===== src/rtl/frame_stream_arbiter.sv =====
// frame_stream_arbiter: frame-atomic round-robin merge of N_CH framed word streams onto one tagged output stream.
// Ports:
//   i_clk, i_reset         clock, asynchronous active-high reset
//   i_s_req[N_CH]          channel has a complete frame pending
//   i_s_valid[N_CH]        per-channel word valid
//   i_s_data[N_CH*DW]      per-channel word, channel i at [i*DW +: DW]
//   o_s_ready[N_CH]        one-hot grant back to the channel generators
//   i_m_ready              downstream can absorb a whole frame (looked at only when granting)
//   o_m_valid/o_m_data     forwarded word, one register stage behind the input
//   o_m_ch_id              source channel of o_m_data
//   o_m_last               o_m_data is the footer
//   o_frame_err            one-cycle pulse on a framing error
//   o_busy                 arbiter is not idle
module frame_stream_arbiter #(
    parameter int          N_CH            = 4,
    parameter int          DATA_WIDTH      = 64,
    parameter int          FRAME_LEN_WIDTH = 10,
    parameter logic [7:0]  HEADER_ID       = 8'hAA,
    parameter logic [7:0]  FOOTER_ID       = 8'h55,
    parameter int          GRANT_TIMEOUT   = 16
) (
    input  logic                         i_clk,
    input  logic                         i_reset,
    input  logic [N_CH-1:0]              i_s_req,
    input  logic [N_CH-1:0]              i_s_valid,
    input  logic [N_CH*DATA_WIDTH-1:0]   i_s_data,
    output logic [N_CH-1:0]              o_s_ready,
    input  logic                         i_m_ready,
    output logic                         o_m_valid,
    output logic [DATA_WIDTH-1:0]        o_m_data,
    output logic [$clog2(N_CH)-1:0]      o_m_ch_id,
    output logic                         o_m_last,
    output logic                         o_frame_err,
    output logic                         o_busy
);
    localparam int CW = $clog2(N_CH);
    localparam int TW = $clog2(GRANT_TIMEOUT + 1);

    typedef enum logic [2:0] {IDLE, GRANT, BODY, FOOTER, DRAIN} state_t;

    state_t                     r_state;
    logic [CW-1:0]              r_ptr;
    logic [CW-1:0]              r_sel;
    logic [TW-1:0]              r_timer;
    logic [FRAME_LEN_WIDTH-1:0] r_rem;

    logic [CW-1:0]              w_sel;
    logic                       w_vld;
    logic [DATA_WIDTH-1:0]      w_word;
    logic                       w_hdr_ok;
    logic                       w_ftr_ok;

    assign w_vld    = i_s_valid[r_sel];
    assign w_word   = i_s_data[r_sel*DATA_WIDTH +: DATA_WIDTH];
    assign w_hdr_ok = w_word[DATA_WIDTH-1 -: 8] == HEADER_ID;
    assign w_ftr_ok = w_word[7:0] == FOOTER_ID;
    assign o_busy   = r_state != IDLE;

    // Scan downward so the last hit wins: that is the first requester above the pointer.
    always_comb begin
        w_sel = '0;
        for (int i = N_CH; i >= 1; i--)
            if (i_s_req[(int'(r_ptr) + i) % N_CH]) w_sel = CW'((int'(r_ptr) + i) % N_CH);
    end

    always_ff @(posedge i_clk or posedge i_reset) begin
        if (i_reset) begin
            r_state     <= IDLE;
            r_ptr       <= CW'(N_CH - 1);
            r_sel       <= '0;
            r_timer     <= '0;
            r_rem       <= '0;
            o_s_ready   <= '0;
            o_m_valid   <= 1'b0;
            o_m_data    <= '0;
            o_m_ch_id   <= '0;
            o_m_last    <= 1'b0;
            o_frame_err <= 1'b0;
        end else begin
            o_m_valid   <= 1'b0;
            o_m_last    <= 1'b0;
            o_frame_err <= 1'b0;
            case (r_state)
                IDLE: begin
                    if (i_m_ready && |i_s_req) begin
                        r_sel     <= w_sel;
                        o_s_ready <= {{(N_CH-1){1'b0}}, 1'b1} << w_sel;
                        r_timer   <= '0;
                        r_state   <= GRANT;
                    end
                end
                GRANT: begin
                    if (w_vld) begin
                        o_s_ready <= '0;
                        if (w_hdr_ok) begin
                            o_m_valid <= 1'b1;
                            o_m_data  <= w_word;
                            o_m_ch_id <= r_sel;
                            r_rem     <= w_word[FRAME_LEN_WIDTH-1:0];
                            r_state   <= (w_word[FRAME_LEN_WIDTH-1:0] == '0) ? FOOTER : BODY;
                        end else begin
                            o_frame_err <= 1'b1;
                            r_state     <= DRAIN;
                        end
                    end else if (r_timer == TW'(GRANT_TIMEOUT - 1)) begin
                        // Idle grant withdrawn; the pointer moves on so the silent channel goes last.
                        o_s_ready <= '0;
                        r_ptr     <= r_sel;
                        r_state   <= IDLE;
                    end else begin
                        r_timer <= r_timer + 1'b1;
                    end
                end
                BODY: begin
                    if (w_vld) begin
                        o_m_valid <= 1'b1;
                        o_m_data  <= w_word;
                        o_m_ch_id <= r_sel;
                        r_rem     <= r_rem - 1'b1;
                        if (r_rem == FRAME_LEN_WIDTH'(1)) r_state <= FOOTER;
                    end else begin
                        o_frame_err <= 1'b1;
                        r_state     <= DRAIN;
                    end
                end
                FOOTER: begin
                    if (w_vld) begin
                        o_m_valid   <= 1'b1;
                        o_m_data    <= w_word;
                        o_m_ch_id   <= r_sel;
                        o_m_last    <= 1'b1;
                        o_frame_err <= !w_ftr_ok;
                        r_ptr       <= r_sel;
                        r_state     <= IDLE;
                    end else begin
                        o_frame_err <= 1'b1;
                        r_state     <= DRAIN;
                    end
                end
                DRAIN: begin
                    // Swallow the remainder of a broken frame until the generator goes quiet.
                    if (!w_vld) begin
                        r_ptr   <= r_sel;
                        r_state <= IDLE;
                    end
                end
                default: r_state <= IDLE;
            endcase
        end
    end
endmodule

===== config.mk =====
export PLATFORM = sky130hd
export DESIGN_NAME = frame_stream_arbiter
export DESIGN_NICKNAME = d
export VERILOG_FILES = /design/src/rtl/frame_stream_arbiter.sv
export SDC_FILE = /design/constraint.sdc
export NUM_CORES = 1
export LEC_CHECK = 0
export ABC_AREA = 1
export CORE_ASPECT_RATIO = 0.6
export CORE_MARGIN = 4
export CORE_UTILIZATION = 39
export DETAILED_ROUTE_END_ITERATION = 12
export GPL_ROUTABILITY_DRIVEN = 0
export PLACE_DENSITY = 0.78
export RECOVER_POWER = 25
export SETUP_SLACK_MARGIN = 0.3
export SLEW_MARGIN = 20
export SYNTH_ARGS = -nofsm -noshare
export SYNTH_HDL_FRONTEND = slang
export SYNTH_SLANG_ARGS = --single-unit

===== constraint.sdc =====
create_clock -name i_clk -period 4.2 [get_ports i_clk]
set_input_delay 0.84 -clock i_clk [delete_from_list [all_inputs] [get_ports i_clk]]
set_output_delay 0.84 -clock i_clk [all_outputs]
set_load 0.05 [all_outputs]

==> flow_metrics.py, run 1 <==
metrics = {
    "status": {
        "status": "complete, but fails checks",
        "violations": "capacitance limit, slew limit",
    },
    "yosys": {
        "yosysUniqueCellTypes": 24,
        "synth_top_family_by_area": "simple AND/OR/NAND/NOR gates",
        "synth.net_count": 1172,
        "synthTopCellsByCount": "nand2_1 (394), dfrtp_1 (93), o21ai_1 (60), nand3_1 (57), a21oi_1 (55)",
        "postSynthCellCount": 901,
        "synthXorXnorAreaFrac_pct": 1.01,
        "synth_enable_flop_cells": 0,
        "synth-simple-area-share_pct": 32.3,
        "async_flop_share_pct": 100,
        "synth_ff_type": "dfrtp_1",
        "synth_seq_area_share_pct": 39.1,
        "synthMuxAreaShare_pct": 0,
        "syn_avg_cell_area_um2": 6.75,
        "yosysMostFrequentCell": "nand2_1",
        "synth_compound_area_share_pct": 19.7,
        "synth.area.top_cells": "dfrtp_1 (38%), nand2_1 (24%), a32o_1 (7.6%), o21ai_1 (4.9%), nand3_1 (4.7%)",
        "yosys.area.top_type": "dfrtp_1",
        "ys.warnings.count": 0,
        "syn_area_mm2": 0.00609,
        "yosys.area.top_type_share_pct": 38.2,
        "synthAdderAreaFrac_pct": 0.822,
        "ys_seq_elements": 95,
    },
    "finish": {
        "final_nets": 1472,
        "n_antenna_cell": 0,
        "area_delta_synth_final_pct": 62.2,
        "drive_above_1_share_pct": 2.74,
    },
    "clock_tree": {
        "clkLatencyLatePin_ns": 0.33,
        "cts_sinks": 95,
        "ctsHoldBuffers": 0,
        "cts_htree_levels": 3,
        "clockRootBuffer": "clkbuf_16",
        "cts_buffers": 9,
        "cts_setup_buffers": 0,
        "cts_resized": 0,
        "cts_tree": "done",
        "clk_pin_slew_ns": 0.07,
        "cts_buffer_depth": 2,
    },
    "power_and_ir_drop": {
        "p_switching_uw": 3140,
        "p_comb_share_pct": 63.5,
        "p_int_uw": 3040,
        "p_leak_uw": 0.00445,
        "p_sw_share_pct": 50.8,
        "clockPowerShare_pct": 12.3,
        "seqPwrFrac_pct": 24.2,
        "p_total_uw": 6180,
        "p_per_area_mw_per_mm2": 626,
        "vdd_drop_max_uv": 371,
    },
    "sta": {
        "period_needed_ns": 2.91,
        "setup_tns_ns": 0,
        "fin_worst_skew_ns": 0.00641,
        "max_freq_ghz": 0.344,
        "final_hold_viol_count": 0,
        "fin_crit_sh_pct": 69.2,
        "rsz0062_at_grt": "no",
        "worstMarginPinSlew_ns": 2.36,
        "slew_headroom_pct": -58.2,
        "setup_viol": 0,
        "worst_hold_slack_ns": 0.482,
        "slew_viol_final": 52,
    },
    "worst_setup_path": {
        "crit_chain": "dlygate4sd3_1, clkinvlp_2",
        "cp.depth": 2,
        "slowest_delay_ns": 1.34,
        "path_delay_family": "buffers and inverters",
        "cp-end-kind": "asynchronous set/reset pin",
        "required_ns": 4.05,
        "crit_buf_inv": 2,
        "rr_worst_depth": 11,
        "crit_type": "in -> async",
        "critPathSlowestCell": "clkinvlp_2",
        "critPathMaxFanout": 52,
        "startpoint_type": "input pin",
        "arrival_ns": 2.76,
    },
    "die": {
        "die_w_um": 169,
        "die-area_mm2": 0.0177,
        "core-area_mm2": 0.0153,
        "start_util_pct": 39.7,
        "ios": 341,
        "fp.dieH_um": 105,
        "num_rows": 35,
    },
    "global_route": {
        "busiest_layer": "met2",
        "grt_start_max_net_pins": 93,
        "first_global_vias": 6565,
        "use_met1_pct": 32.9,
        "grt_pass1_wl_mm": 34.6,
        "grt_use_total_pct": 24.1,
        "grt_use_met2_pct": 39.3,
        "grt_overflow_total": 0,
        "antenna_found_initial": 0,
        "met3_usage_pct": 5.67,
    },
    "drt": {
        "routed_wl_mm": 22.2,
        "wl_per_cell_um": 15.7,
        "antenna_left": 0,
        "drc": 0,
        "first_pass_iters": 5,
        "vias": 7152,
        "viasPerCell": 5.08,
        "drtIter0Drc": 484,
    },
    "min_path": {
        "hold_depth": 2,
        "hp-class": "reg -> reg",
    },
    "placed_design": {
        "hpwl_mm": 17.1,
        "port_buffers": 340,
    },
    "job": {
        "cap_violations": 1,
    },
}
==> layer usage <==
metal  wire length [um]  vias up
li1                   -     3582
met1               9810     3262
met2              10200      285
met3               1780       23
met4                376        0
met5                  0        -
==> logic make-up after synthesis <==
kind of cell | after synthesis
xor+xnor | 7
flops | 95
buf+inv | 105
compound gates | 192
simple gates | 498
fa+ha+maj | 4
==> power groups by stage <==
stage          clock, uW  combinational (uW)  sequential (uW)
3_3_place_gp           0                3890             1510
3_5_place_dp           0                3930             1510
6_report             759                3920             1500
5_1_grt              822                4260             1550
4_1_cts              784                3940             1500
2_1_floorplan          0                1870             2250
==> final timing paths <==
path                         startpoint           end  slack (ns)
max                             i_reset      r_sel[0]        1.29
min                        o_m_data[28]  o_m_data[28]        0.48
max reg2reg                    r_sel[0]  o_m_data[27]        1.35
min reg2reg                o_m_data[28]  o_m_data[28]        0.48
max in group i_clk             r_sel[0]  o_m_data[27]        1.35
min in group asynchronous       i_reset      r_rem[2]        1.59
==> per-stage QoR <==
stage / util, % / area [um2] / std cells / worst slack, ns
finish: 64.4 / 9870 / 1409 / 1.29
global placement: 62.5 / 9580 / 1392 / 0.849
detailed placement: 62.5 / 9580 / 1392 / 0.763
CTS: 64.3 / 9850 / 1408 / 0.815
global route: 64.4 / 9870 / 1409 / 0.829
floorplan: - / 6090 / 901 / 0.886
==> cell usage in the layout (no fill, tap or decap), drive strengths merged <==
cell type / n
clkinvlp: 3
o21a: 1
o2111ai: 1
nor3: 3
clkdlybuf4s50: 339
dfstp: 2
nor2: 37
xnor2: 2
nand3: 57
nand4: 6
o21ai: 89
nand2: 395
inv: 45
dlygate4sd3: 1
a32o: 46
a21oi: 55
clkbuf: 10
xor2: 5
clkinv: 4
ha: 4
buf: 8
dfrtp: 93
==> area by class of cell <==
class	instances	area, um2
flip-flops and latches	95	2380
well taps	203	254
clock buffers	10	229
clock inverters	6	46.3
inverters	46	178
repair buffers	348	3500
multi-input cells	701	3280
fillers	1355	5460
==> registers in the layout, indices dropped and copies added, names as in the netlist <==
name / cells
r_ptr: 2
r_state: 3
o_frame_err: 1
o_m_valid: 1
o_s_ready: 4
r_rem: 10
r_sel: 2
r_timer: 5
o_m_data: 64
o_m_ch_id: 2
o_m_last: 1
No activity file was read; power rests on OpenSTA's default activity.
==> inputs of run 2 (changes only) <==
==> constraint.sdc (replaced) <==
create_clock -name i_clk -period 2.7 [get_ports i_clk]
set_input_delay 0.54 -clock i_clk [delete_from_list [all_inputs] [get_ports i_clk]]
set_output_delay 0.54 -clock i_clk [all_outputs]
set_load 0.05 [all_outputs]
==> flow_metrics.py, run 2 (synthesized netlist as in run 1, its figures left out) <==
metrics = {
    "status": {
        "status": "complete, but fails checks",
        "violations": "capacitance limit, slew limit",
    },
    "finish": {
        "largest_register": "o_m_data",
        "drive_above_1_share_pct": 4.71,
        "final_nets": 1497,
        "largest_reg_flops": 64,
        "n_antenna_cell": 0,
        "fillers": 1322,
        "reg_top3": "o_m_data (64), r_rem (10), r_timer (5)",
        "final_common_cell": "nand2_1",
        "area_delta_synth_final_pct": 66.0,
        "layout_common_cells": "nand2_1 (394), clkdlybuf4s50_1 (339), dfrtp_1 (92)",
    },
    "sta": {
        "max_freq_ghz": 0.449,
        "worstMarginPinSlew_ns": 1.61,
        "fin_worst_skew_ns": 0.00686,
        "fin_ws_ns": 0.474,
        "slew_viol_final": 67,
        "rsz0062_at_grt": "yes",
        "final_hold_viol_count": 0,
        "setup_viol": 0,
        "slew_headroom_pct": -7.54,
        "period_needed_ns": 2.23,
        "fin_crit_sh_pct": 82.4,
        "worst_hold_slack_ns": 0.487,
    },
    "job": {
        "cap_violations": 1,
    },
    "die": {
        "ios": 341,
        "fp.dieH_um": 105,
        "die_w_um": 169,
        "num_rows": 35,
        "die-area_mm2": 0.0177,
        "core-area_mm2": 0.0153,
        "start_util_pct": 39.7,
    },
    "clock_tree": {
        "cts_htree_levels": 3,
        "clk_pin_slew_ns": 0.07,
        "cts_buffer_depth": 2,
        "cts_buffers": 9,
        "cts_tree": "done",
        "clkLatencyLatePin_ns": 0.33,
        "clockRootBuffer": "clkbuf_16",
        "cts_sinks": 95,
        "ctsHoldBuffers": 0,
    },
    "power_and_ir_drop": {
        "vdd_drop_max_uv": 547,
        "p_comb_share_pct": 64.0,
        "p_per_area_mw_per_mm2": 980,
        "clockPowerShare_pct": 13.2,
        "p_leak_uw": 0.00457,
        "p_sw_share_pct": 49.6,
        "p_switching_uw": 4910,
        "seqPwrFrac_pct": 22.8,
        "p_int_uw": 4990,
    },
    "global_route": {
        "grt_overflow_total": 0,
        "met3_usage_pct": 6.16,
        "grt_use_total_pct": 24.5,
        "use_met1_pct": 32.6,
        "grt_pass1_wl_mm": 35.1,
        "antenna_found_initial": 0,
        "busiest_layer": "met2",
        "first_global_vias": 6698,
        "grt_start_max_net_pins": 93,
        "grt_use_met2_pct": 40.5,
    },
    "placed_design": {
        "hpwl_mm": 17.6,
        "place_ws_ns": -0.0827,
        "port_buffers": 340,
    },
    "worst_setup_path": {
        "crit_chain": "inv_4, buf_8, nand2_1, nand3_1, nand2_1, nor3_1, nand4_1, nand2_1, nand3_1",
        "critPathMaxFanout": 72,
        "cp_common_cell": "nand2_1",
        "startpoint_type": "register",
        "critPathSlowestCell": "dfrtp_4",
        "arrival_ns": 2.43,
        "slowest_delay_ns": 0.51,
        "required_ns": 2.90,
        "crit_type": "reg -> reg",
        "cp-end-kind": "register",
        "crit_buf_inv": 2,
        "path_delay_family": "simple AND/OR/NAND/NOR gates",
    },
    "drt": {
        "antenna_left": 0,
        "drc": 0,
        "vias": 7234,
        "routed_wl_mm": 22.8,
        "first_pass_iters": 6,
        "viasPerCell": 5.04,
        "drtIter0Drc": 492,
        "wl_per_cell_um": 15.9,
    },
    "min_path": {
        "hp-class": "reg -> reg",
    },
}
[run 2: cell types whose count changed in the layout (fill, tap and decap cells not counted), moves of 2 or more]
cell | before | now
clkbuf_8 | 0 | 2
buf_4 | 5 | 25
nor2_4 | 1 | 3
buf_6 | 0 | 3
buf_12 | 3 | 1
[run 2: power groups by stage]
| stage | registers (uW) | logic [uW] | clock network, uW |
|---|---|---|---|
| after floorplan | 3510 | 2910 | 0 |
| after global placement | 2260 | 6270 | 0 |
| after detailed placement | 2270 | 6330 | 0 |
| after CTS | 2250 | 6340 | 1330 |
| after global routing | 2320 | 6910 | 1390 |
| final | 2260 | 6340 | 1300 |
[run 2: cell type report]
type                    instances  area (um2)  area share [%]
repair buffers                371        3660            36.3
multi-input cells             703        3310            32.8
flip-flops and latches         95        2380            23.6
clock buffers                  12         256            2.54
well taps                     203         254            2.51
inverters                      46         180            1.78
clock inverters                 4        53.8           0.533
[run 2: metal layers]
metal	part of all wire, %	up-vias
met2	47	262
met1	43	3297
li1	-	3645
met5	0	-
met3	8.2	30
met4	2.0	0
[run 2: timing repair]
action,CTS,global route
setup buffers,0,5
endpoints found under the setup margin,15,65
cloned,1,1
pin swaps,1,2
gates resized for setup,2,9
[run 2: final timing paths]
kind / from / end / slack, ns / depth (start not counted)
max in group asynchronous: i_reset / o_m_data[27] / 0.58 / 3
setup reg to reg: r_sel[0] / o_frame_err / 0.47 / 9
hold reg to reg: o_m_data[54] / o_m_data[54] / 0.49 / 2
hold / removal: o_m_data[54] / o_m_data[54] / 0.49 / 2
min in group asynchronous: i_reset / o_m_data[57] / 0.66 / 3
setup / recovery: r_sel[0] / o_frame_err / 0.47 / 9
[run 2: tightest hold or removal path: cells and delay by family, from the launching register on]
family,cells,cell delay [ns]
AOI/OAI and AO/OA,1,0.06
and+or+nand+nor,1,0.05
DFF,1,0.34
[run 2: per-stage QoR]
stage	instance area, um2	total power [uW]	util, %	TNS, ns	cells
floorplan	6090	6420	-	0	901
global placement	9720	8540	63.4	-0.00356	1411
detailed placement	9720	8600	63.4	-0.330	1411
CTS	10000	9930	65.5	0	1428
global route	10100	10600	65.9	0	1434
finish	10100	9900	65.9	0	1434
